### src/rtl/seq_alu_pkg.sv
// Shared op-code and state encodings for seq_alu, used by both the ALU and the control unit.
package seq_alu_pkg;

  typedef enum logic [3:0] {
    ALU_ADD   = 4'd0,
    ALU_SUB   = 4'd1,
    ALU_AND   = 4'd2,
    ALU_OR    = 4'd3,
    ALU_XOR   = 4'd4,
    ALU_NOR   = 4'd5,
    ALU_SLT   = 4'd6,
    ALU_SLTU  = 4'd7,
    ALU_SLL   = 4'd8,
    ALU_SRL   = 4'd9,
    ALU_SRA   = 4'd10,
    ALU_MUL   = 4'd11,
    ALU_DIVU  = 4'd12,
    ALU_REMU  = 4'd13,
    ALU_RSV14 = 4'd14,
    ALU_RSV15 = 4'd15
  } alu_op_e;

  typedef enum logic [1:0] {
    IDLE = 2'd0,
    BUSY = 2'd1,
    DONE = 2'd2
  } state_e;

  function automatic logic is_iterative(alu_op_e op);
    return (op == ALU_MUL) || (op == ALU_DIVU) || (op == ALU_REMU);
  endfunction

endpackage

### src/rtl/seq_alu_muldiv_unit.sv
// Iterative unit: shift-add multiply (LSB first) and restoring divide (MSB first), one step per cycle.
module seq_muldiv_unit
  import seq_alu_pkg::*;
#(
  parameter int WIDTH = 32,
  parameter int SHW   = $clog2(WIDTH)
) (
  input  logic             clk,
  input  logic             rst,
  input  logic             start,
  input  alu_op_e          op,
  input  logic [WIDTH-1:0] a,
  input  logic [WIDTH-1:0] b,
  output logic [WIDTH-1:0] result,
  output logic             done,
  output logic             div_by_zero
);

  logic             busy_q, busy_d;
  alu_op_e          op_q, op_d;
  logic [SHW-1:0]   cnt_q, cnt_d;
  logic [WIDTH-1:0] a_q, a_d;
  logic [WIDTH-1:0] b_q, b_d;
  logic [WIDTH-1:0] acc_q, acc_d;
  logic [WIDTH-1:0] rem_q, rem_d;
  logic [WIDTH:0]   trial;

  always_comb begin
    busy_d = busy_q;
    op_d   = op_q;
    cnt_d  = cnt_q;
    a_d    = a_q;
    b_d    = b_q;
    acc_d  = acc_q;
    rem_d  = rem_q;
    // a_q doubles as the quotient shift register during a divide
    trial  = {rem_q, a_q[WIDTH-1]} - {1'b0, b_q};
    if (start) begin
      busy_d = 1'b1;
      op_d   = op;
      cnt_d  = '0;
      a_d    = a;
      b_d    = b;
      acc_d  = '0;
      rem_d  = '0;
    end else if (busy_q) begin
      cnt_d = cnt_q + SHW'(1);
      if (op_q == ALU_MUL) begin
        if (b_q[0]) acc_d = acc_q + a_q;
        a_d = a_q << 1;
        b_d = b_q >> 1;
      end else if (!trial[WIDTH]) begin
        rem_d = trial[WIDTH-1:0];
        a_d   = {a_q[WIDTH-2:0], 1'b1};
      end else begin
        rem_d = {rem_q[WIDTH-2:0], a_q[WIDTH-1]};
        a_d   = {a_q[WIDTH-2:0], 1'b0};
      end
      if (cnt_q == SHW'(WIDTH - 1)) busy_d = 1'b0;
    end
  end

  // done and result describe the step being taken this cycle, so the caller can register them directly
  assign done        = busy_q && (cnt_q == SHW'(WIDTH - 1));
  assign div_by_zero = (op_q != ALU_MUL) && (b_q == '0);

  always_comb begin
    case (op_q)
      ALU_MUL:  result = acc_d;
      ALU_DIVU: result = a_d;
      default:  result = rem_d;
    endcase
  end

  always_ff @(posedge clk) begin
    if (rst) begin
      busy_q <= 1'b0;
      op_q   <= ALU_ADD;
      cnt_q  <= '0;
      a_q    <= '0;
      b_q    <= '0;
      acc_q  <= '0;
      rem_q  <= '0;
    end else begin
      busy_q <= busy_d;
      op_q   <= op_d;
      cnt_q  <= cnt_d;
      a_q    <= a_d;
      b_q    <= b_d;
      acc_q  <= acc_d;
      rem_q  <= rem_d;
    end
  end

endmodule

### src/rtl/seq_alu.sv
// Handshaked ALU: single-cycle logic/arith/shift ops plus iterative MUL/DIVU/REMU, result held until consumed.
module seq_alu
  import seq_alu_pkg::*;
#(
  parameter int WIDTH = 32,
  parameter int SHW   = $clog2(WIDTH)
) (
  input  logic             clk,
  input  logic             rst,
  input  logic             in_valid,
  output logic             in_ready,
  input  logic [3:0]       alu_op,
  input  logic [WIDTH-1:0] left_operand,
  input  logic [WIDTH-1:0] right_operand,
  output logic             out_valid,
  input  logic             out_ready,
  output logic [WIDTH-1:0] alu_result,
  output logic             zero,
  output logic             div_by_zero
);

  state_e           state_q, state_d;
  logic [WIDTH-1:0] result_q, result_d;
  logic             dbz_q, dbz_d;

  alu_op_e          op;
  logic             md_start, md_done, md_dbz;
  logic [WIDTH-1:0] md_result;
  logic [WIDTH-1:0] diff, single_res;
  logic [SHW-1:0]   shamt;
  logic             ovf, lt_s, lt_u;

  assign op       = alu_op_e'(alu_op);
  assign shamt    = left_operand[SHW-1:0];
  assign diff     = left_operand - right_operand;
  // signed less-than is the difference sign corrected by overflow
  assign ovf      = (left_operand[WIDTH-1] != right_operand[WIDTH-1]) &&
                    (diff[WIDTH-1] != left_operand[WIDTH-1]);
  assign lt_s     = diff[WIDTH-1] ^ ovf;
  assign lt_u     = left_operand < right_operand;
  assign md_start = (state_q == IDLE) && in_valid && is_iterative(op);

  always_comb begin
    case (op)
      ALU_ADD:  single_res = left_operand + right_operand;
      ALU_SUB:  single_res = diff;
      ALU_AND:  single_res = left_operand & right_operand;
      ALU_OR:   single_res = left_operand | right_operand;
      ALU_XOR:  single_res = left_operand ^ right_operand;
      ALU_NOR:  single_res = ~(left_operand | right_operand);
      ALU_SLT:  single_res = {{(WIDTH-1){1'b0}}, lt_s};
      ALU_SLTU: single_res = {{(WIDTH-1){1'b0}}, lt_u};
      ALU_SLL:  single_res = right_operand << shamt;
      ALU_SRL:  single_res = right_operand >> shamt;
      ALU_SRA:  single_res = $signed(right_operand) >>> shamt;
      default:  single_res = '0;
    endcase
  end

  seq_muldiv_unit #(.WIDTH(WIDTH), .SHW(SHW)) u_muldiv (
    .clk         (clk),
    .rst         (rst),
    .start       (md_start),
    .op          (op),
    .a           (left_operand),
    .b           (right_operand),
    .result      (md_result),
    .done        (md_done),
    .div_by_zero (md_dbz)
  );

  always_comb begin
    state_d  = state_q;
    result_d = result_q;
    dbz_d    = dbz_q;
    case (state_q)
      IDLE: begin
        if (in_valid) begin
          dbz_d = 1'b0;
          if (is_iterative(op)) begin
            state_d = BUSY;
          end else begin
            result_d = single_res;
            state_d  = DONE;
          end
        end
      end
      BUSY: begin
        if (md_done) begin
          result_d = md_result;
          dbz_d    = md_dbz;
          state_d  = DONE;
        end
      end
      DONE: begin
        if (out_ready) state_d = IDLE;
      end
      default: state_d = IDLE;
    endcase
  end

  always_ff @(posedge clk) begin
    if (rst) begin
      state_q  <= IDLE;
      result_q <= '0;
      dbz_q    <= 1'b0;
    end else begin
      state_q  <= state_d;
      result_q <= result_d;
      dbz_q    <= dbz_d;
    end
  end

  assign in_ready    = (state_q == IDLE);
  assign out_valid   = (state_q == DONE);
  assign alu_result  = result_q;
  assign zero        = (result_q == '0);
  assign div_by_zero = dbz_q;

endmodule

### config.mk
export PLATFORM = sky130hd
export DESIGN_NAME = seq_alu
export DESIGN_NICKNAME = d
export VERILOG_FILES = /design/src/rtl/seq_alu_pkg.sv /design/src/rtl/seq_alu_muldiv_unit.sv /design/src/rtl/seq_alu.sv
export SDC_FILE = /design/constraint.sdc
export NUM_CORES = 1
export LEC_CHECK = 0
export CORE_UTILIZATION = 49
export CTS_CLUSTER_DIAMETER = 100
export CTS_CLUSTER_SIZE = 14
export DETAILED_ROUTE_END_ITERATION = 16
export PLACE_DENSITY_LB_ADDON = 0.2
export RECOVER_POWER = 25
export REMOVE_ABC_BUFFERS = 1
export SLEW_MARGIN = 20
export SYNTH_ARGS = -nofsm -noshare
export SYNTH_HDL_FRONTEND = slang
export SYNTH_SLANG_ARGS = --single-unit
### constraint.sdc
create_clock -name clk -period 6.4 [get_ports clk]
set_input_delay 0.96 -clock clk [delete_from_list [all_inputs] [get_ports clk]]
set_output_delay 0.96 -clock clk [all_outputs]
set_load 0.02 [all_outputs]
======== After elaboration in Yosys (flattened, before gate mapping) ========
Cells that the tools add are included.
cells by class
  equal/unequal tests ..................... 25
  $lt $le $gt $ge ......................... 1
  shift-type cells ........................ 3
  bitwise gates (word level) .............. 5
  add/subtract/negate cells ............... 5
  reductions and logical operators ........ 19
  mux-type cells .......................... 32
operators with widths
  kind                                                                    count
  32-bit 2-to-1 mux                                                       16
  32-bit case mux with 11 select lines                                    1
  32-bit case mux with 2 select lines                                     2
  32-bit adder                                                            2
  32-bit logical NOT                                                      2
  33-bit by 32-bit subtractor with 33-bit output                          1
  32-bit bitwise AND                                                      1
  4-bit equality test (second input constant)                             8
  32-bit less-than comparator                                             1
  32-bit NOT                                                              1
  32-bit OR                                                               1
  32-bit by 5-bit << shifter with 32-bit output                           1
  32-bit by 5-bit right shift with 32-bit output                          1
  32-bit by 5-bit >>> shifter with 32-bit output                          1
  32-bit subtractor                                                       1
  32-bit bitwise XOR                                                      1
  4-bit by 3-bit equality test with 1-bit output (second input constant)  4
  4-bit by 2-bit equality test with 1-bit output (second input constant)  2
  2-bit 2-to-1 mux                                                        4
  1-bit 2-to-1 mux                                                        7
  2-bit != test (second input constant)                                   3
  2-bit case mux with 3 select lines                                      1
  3-bit AND reduction                                                     2
  2-bit nonzero test                                                      3
  17 further kinds                                                        23
storage, ports and cells
  flip-flop bits (word level) ............. 173
  input bits .............................. 72
  output and inout port bits .............. 36
  word-level logic and storage cells ...... 100

======== Longest topological paths before layout ========
  word-level depth ........................ 8
  gate-level depth with buffers ........... 24
  depth with buffers taken out ............ 20

======== Hierarchy ========
Synthesis repeated with hierarchy kept, for this count alone.
second synthesis, totals
  cell total of the unflattened synthesis .. 2,871
  area total of the unflattened synthesis .. 20,988.9 um^2
by module, submodules not included
  module           times used  cells an instance  seq. area each (um^2)  area an instance (um^2)
  seq_alu          1           1,529              700.7                  11,159.5
  seq_muldiv_unit  1           1,342              2,762.6                9,829.4

======== Least setup slack after synthesis ========
OpenSTA, ideal clock, no wires.
  kind .................................... input to register
  from .................................... in left_operand[2]
  to ...................................... reg result_q[0], in the netlist alu_result[0]
  required time ........................... 6,326 ps
  data arrival time ....................... 4,978 ps
  stages on the path ...................... 24
  path buffers ............................ 4
  path slack .............................. 1,348 ps
  setup time .............................. 74 ps
  cell sequence ........................... inv_1 buf_2 buf_2 buf_1 ha_1 clkbuf_2 nand2b_1 o311ai_0 nand3_1 a311oi_1 o21ai_0 a311oi_1 o21ai_0 a21oi_1 o31ai_1 fa_1 a21oi_1 mux2i_1 nor2_1 a21oi_1 nor2_1 nor3_1 a311o_1 o21ai_0
on the way
  cells in the longest elaborated chain, start to end .. 8
  elaborated cells on any way between the ends .. 12
  classes of those cells .................. add/sub (1); order compare (1); eq/ne (1); shift (3); mux (4); bitwise (1); reduce/logical (1)
RTL lines
  item                                      RTL line        RTL
  start: declaration                        seq_alu.sv:13   input logic [WIDTH-1:0] left_operand,
  32-bit subtractor                         seq_alu.sv:35   assign diff = left_operand - right_operand;
  1-bit != test                             seq_alu.sv:38   (diff[WIDTH-1] != left_operand[WIDTH-1]);
  1-bit logical AND                         seq_alu.sv:37   assign ovf = (left_operand[WIDTH-1] != right_operand[WIDTH-1]) &&
  1-bit bitwise XOR                         seq_alu.sv:39   assign lt_s = diff[WIDTH-1] ^ ovf;
  32-bit case mux with 11 select lines (*)  seq_alu.sv:44   case (op)
  32-bit 2-to-1 mux (*)                     seq_alu.sv:80   if (is_iterative(op)) begin
  32-bit 2-to-1 mux (*)                     seq_alu.sv:78   if (in_valid) begin
  32-bit case mux with 2 select lines (*)   seq_alu.sv:76   case (state_q)
  end signal: assignment                    seq_alu.sv:109  result_q <= result_d;
  end: declaration                          seq_alu.sv:23   logic [WIDTH-1:0] result_q, result_d;
Every way passes the cells marked *; elsewhere a longest branch is shown, timed or not. The select of a mux whose other input is x is not followed.
A chain may end at the register's enable or synchronous reset.

======== Worst setup path in the final report ========
  from .................................... in alu_op[1]
  to ...................................... reg result_q[26], in the netlist alu_result[26]
on the way
  cells in the longest elaborated chain, start to end .. 8
  elaborated cells on any way between the ends .. 28
  classes of those cells .................. eq/ne (14); mux (9); reduce/logical (5)
RTL lines
  item                                 RTL line                   RTL
  start: declaration                   seq_alu.sv:12              input logic [3:0] alu_op,
  4-bit equality test                  seq_alu_pkg.sv:30          return (op == ALU_MUL) || (op == ALU_DIVU) || (op == ALU_REMU);
  1-bit logical OR (2 in series)       seq_alu_pkg.sv:30
  1-bit logical AND                    seq_alu.sv:41              assign md_start = (state_q == IDLE) && in_valid && is_iterative(op);
  32-bit 2-to-1 mux                    seq_alu_muldiv_unit.sv:38  if (start) begin
  32-bit case mux with 2 select lines  seq_alu_muldiv_unit.sv:68  case (op_q)
  32-bit 2-to-1 mux                    seq_alu.sv:89              if (md_done) begin
  32-bit case mux with 2 select lines  seq_alu.sv:76
Parallel ways exist; a longest one is shown, timed or not. The select of a mux whose other input is x is not followed.

==> key figures <==
Timing
  – Max Clk Rate: 180 MHz
  – Relative slew slack: -31.9%
  – Post-layout min period: 5.55 ns
  – Setup tns final: 0 ns
  – Tightest Pin Transition: 1.98 ns
  – Slew Limit Fails: 57
  – Worst Skew: 0.0182 ns
  – Hold Slack: 0.464 ns
  – Setup violators final: 0
  – Final hold vios: 0
  – RSZ-0062 raised after global routing: no
  – Tcrit/Tclk final: 86.7%

Setup path
  – Max incr delay on CP: 1.34 ns
  – Critical R2R Capture: alu_result[17]
  – Worst path depth: 9
  – CP cell instances: dlygate4sd3_1 > nor2b_1 > o211a_1 > and2_0 > nor2_1 > nand2_1 > a311oi_1 > a211oi_1 > o22ai_1
  – Worst reg2reg startpoint: u_muldiv.a_q[31]
  – Req. time, crit path: 6.70 ns
  – Worst reg2reg path depth: 13
  – Startpoint Class: primary input
  – Worst setup startpoint: alu_op[1]
  – CP top delay family: simple AND/OR/NAND/NOR gates
  – Crit path to: alu_result[26]
  – Crit path DAT: 5.85 ns
  – R2R Setup Slk: 1.69 ns
  – CP Capture Type: flip-flop
  – Worst-path fanout max: 31
  – WP buf/inv: 1
  – Setup Crit Path Kind: in -> reg
  – Critical-path top delay cell: and2_0

Routing
  – Number of routed nets with antenna violations: 0
  – Final WL: 94.1 mm
  – 1st-iter DRT viols: 3270
  – Total vias in the final route: 23500
  – Vias per inst: 7.01
  – DRT Pass-1 Iters: 9
  – DRC viols: 0
  – Per-cell routed wire length: 28.1 um

Clocking
  – Clock sinks: 173
  – # H-tree levels: 4
  – Clk_lat worst skew: 0.46 ns
  – Hold-fix buffers at CTS: 0
  – Post-CTS setup buffer count: 0
  – CTS resizes: 0
  – CTS clk-pin slew, worst paths: 0.07 ns
  – Num CTS Buffers: 17
  – Clock tree buffer depth: 2
  – Clock Root Buffer: clkbuf_16
  – CTS tree: done

Cells and area
  – Final instance area: 22800 um^2
  – Layout cells sized above 1: 8.57%
  – Net count, final: 3048
  – Fill count: 4041
  – FF/Latch Area: 3460 um^2
  – P&R area growth vs syn: 9.77%
  – Multi-input logic area: 15900 um^2
  – Util after Layout: 55.1%

Outcome
  – Failing checks: max-capacitance violations, max-slew violations
  – Outcome: complete, but fails checks

Synth
  – Syn avg cell area: 7.37 um^2
  – Synthesis Warnings: 0
  – Post-synthesis cell area: 20700 um^2
  – FF+latch count, synth: 173
  – Mapped Cells: 2811
  – Post-synth EDFFs: 0
  – Synth unique cells: 109
  – Register area share after synthesis: 16.7%
  – Ys flop type: dfxtp_1
  – Async SR Flop Fraction: 0%

Pwr
  – Power density cells: 187 nW/um^2
  – Max VDD drop: 0.173 mV
  – Leakage: 8.97 nW

Flow run
  – Total of max-cap violations: 2

GRT
  – Vias in the first global route: 21200
  – First-pass GRT wire length: 138 mm
  – Initial antenna violation count: 4
  – GR Overflow Total: 0
  – GRT Overall Usage: 42.2%
  – Largest net degree at the start of global routing: 68

Floorplanning
  – Die ar.: 43100 um^2
  – Die Y: 208 um
  – Starting Density: 50.2%
  – Core area: 41300 um^2
  – Ports: 108
  – Die Wd: 208 um
  – FP Rows: 74

Min path
  – HP Class: reg -> reg

Placement
  – Detail Placement HPWL: 72.3 mm
  – DP Area: 22100 um^2
  – Final GP Congestion: 1.09
  – Port bufs: 107
## registers in the layout, summed over array words and instances (netlist names)
register,cells
alu_result,32
u_muldiv.busy_q,1
state_q,2
u_muldiv.a_q,32
u_muldiv.cnt_q,5
div_by_zero,1
u_muldiv.op_q,4
u_muldiv.b_q,32
u_muldiv.rem_q,32
u_muldiv.acc_q,32
## power by group
| part | internal (mW) | total (mW) | switching (mW) |
|---|---|---|---|
| logic | 0.713 | 1.95 | 1.24 |
| registers | 1.13 | 1.18 | 0.0582 |
| clock network | 0.621 | 1.11 | 0.490 |
| total | 2.46 | 4.25 | 1.79 |
## layout make-up
class / instances / area share (%)
well taps: 532 / 2.93
inverters: 147 / 2.42
repair buffers: 180 / 7.06
clock buffers: 21 / 2.11
multi-input cells: 2281 / 69.7
flip-flops and latches: 173 / 15.2
diodes: 1 / 0.0110
clock inverters: 11 / 0.577
## synthesized netlist by cell type (all sizes together), types with 13 or more instances
library cell    n  share of area [%]
nand2         201                3.7
o221ai         25                1.1
dfxtp         173                 17
a21o           33                1.2
nor3           56                1.4
mux4           45                4.9
a221o          15               0.72
clkbuf        137                2.5
a211o          16               0.68
a221oi         30                1.3
a211oi        113                4.2
nor2          435                7.9
o22ai          22               0.69
o31ai          29                1.1
nand4          24               0.72
nor2b          20               0.60
inv           147                2.7
o211ai         30                1.1
or3            13               0.39
nand3          54                1.3
nor4           30               0.97
buf            73                2.0
a21oi         283                7.0
mux2i         125                6.0
mux2           15               0.81
o21ai         150                3.7
xor2           23               0.97
xnor2          39                1.6
ha            171                 10
nand2b         28               0.85
a22oi          16               0.58
a31oi          20               0.63
o21bai         25               0.91
## layout by cell type (no fill, tap or decap), types with 13 or more instances in the layout
| master | netlist | layout |
|---|---|---|
| o221ai_1 | 25 | 25 |
| clkdlybuf4s50_1 | 0 | 64 |
| xnor2_1 | 39 | 39 |
| a211o_1 | 16 | 16 |
| xor2_1 | 23 | 23 |
| mux2_2 | 14 | 14 |
| a21o_1 | 33 | 33 |
| o31ai_1 | 27 | 27 |
| a22oi_1 | 16 | 16 |
| ha_1 | 171 | 171 |
| mux4_2 | 45 | 45 |
| nor4_1 | 28 | 28 |
| a31oi_1 | 19 | 19 |
| or3_1 | 13 | 13 |
| inv_1 | 145 | 144 |
| o211ai_1 | 29 | 29 |
| clkbuf_16 | 0 | 17 |
| o21bai_1 | 25 | 25 |
| nor3_1 | 55 | 54 |
| dfxtp_1 | 173 | 172 |
| a221o_1 | 15 | 15 |
| o22ai_1 | 21 | 21 |
| a211oi_1 | 110 | 110 |
| dlygate4sd3_1 | 0 | 37 |
| buf_4 | 11 | 74 |
| nand4_1 | 24 | 24 |
| nand2b_1 | 28 | 27 |
| a221oi_1 | 28 | 28 |
| a21oi_1 | 278 | 278 |
| mux2i_1 | 125 | 125 |
| nand2_1 | 200 | 199 |
| nor2_1 | 433 | 431 |
| nor2b_1 | 20 | 20 |
| o21ai_0 | 141 | 141 |
| nand3_1 | 54 | 53 |
## through the flow
stage | total power, mW | setup WS, ns | cells
2_1_floorplan | 2.40 | 1.15 | 2601
3_3_place_gp | 3.07 | 0.724 | 3313
3_5_place_dp | 3.09 | 0.742 | 3313
4_1_cts | 4.19 | 1.20 | 3345
5_1_grt | 4.40 | 0.690 | 3345
6_report | 4.25 | 0.854 | 3346
## worst min path at each step
| stage | depth (start not counted) | start | end | slack [ns] |
|---|---|---|---|---|
| floorplan | 2 | u_muldiv.op_q[2] | u_muldiv.op_q[2] | 0.45 |
| global placement | 2 | div_by_zero | div_by_zero | 0.45 |
| detailed placement | 2 | div_by_zero | div_by_zero | 0.45 |
| CTS | 2 | div_by_zero | div_by_zero | 0.47 |
| global route | 2 | div_by_zero | div_by_zero | 0.48 |
| finish | 2 | div_by_zero | div_by_zero | 0.46 |
## worst min-delay path, cell delays in order (launching register included)
cell     delay [ns]
dfxtp_1        0.31
nand2_1        0.05
a21oi_1        0.05
## metal layers
layer  track usage [%]  up-vias  part of all wire, %
li1                  -    10400                    -
met1              56.5    11300                   40
met2              62.0     1559                   42
met3              10.6      285                   12
met4              22.5        4                  6.1
met5                 0        -                0.027
## logic make-up (layout without fill, tap and decap cells)
kind of cell	Yosys count	count (layout)	synth area share [%]
simple gates	922	922	20.0
other cells	0	1	0
compound gates	936	936	30.9
fa+ha+maj	176	176	10.8
flops	173	173	16.7
mux	185	185	11.7
buf+inv	357	359	7.15
xor+xnor	62	62	2.62
Note: power is estimated with default switching activity, not from simulation.
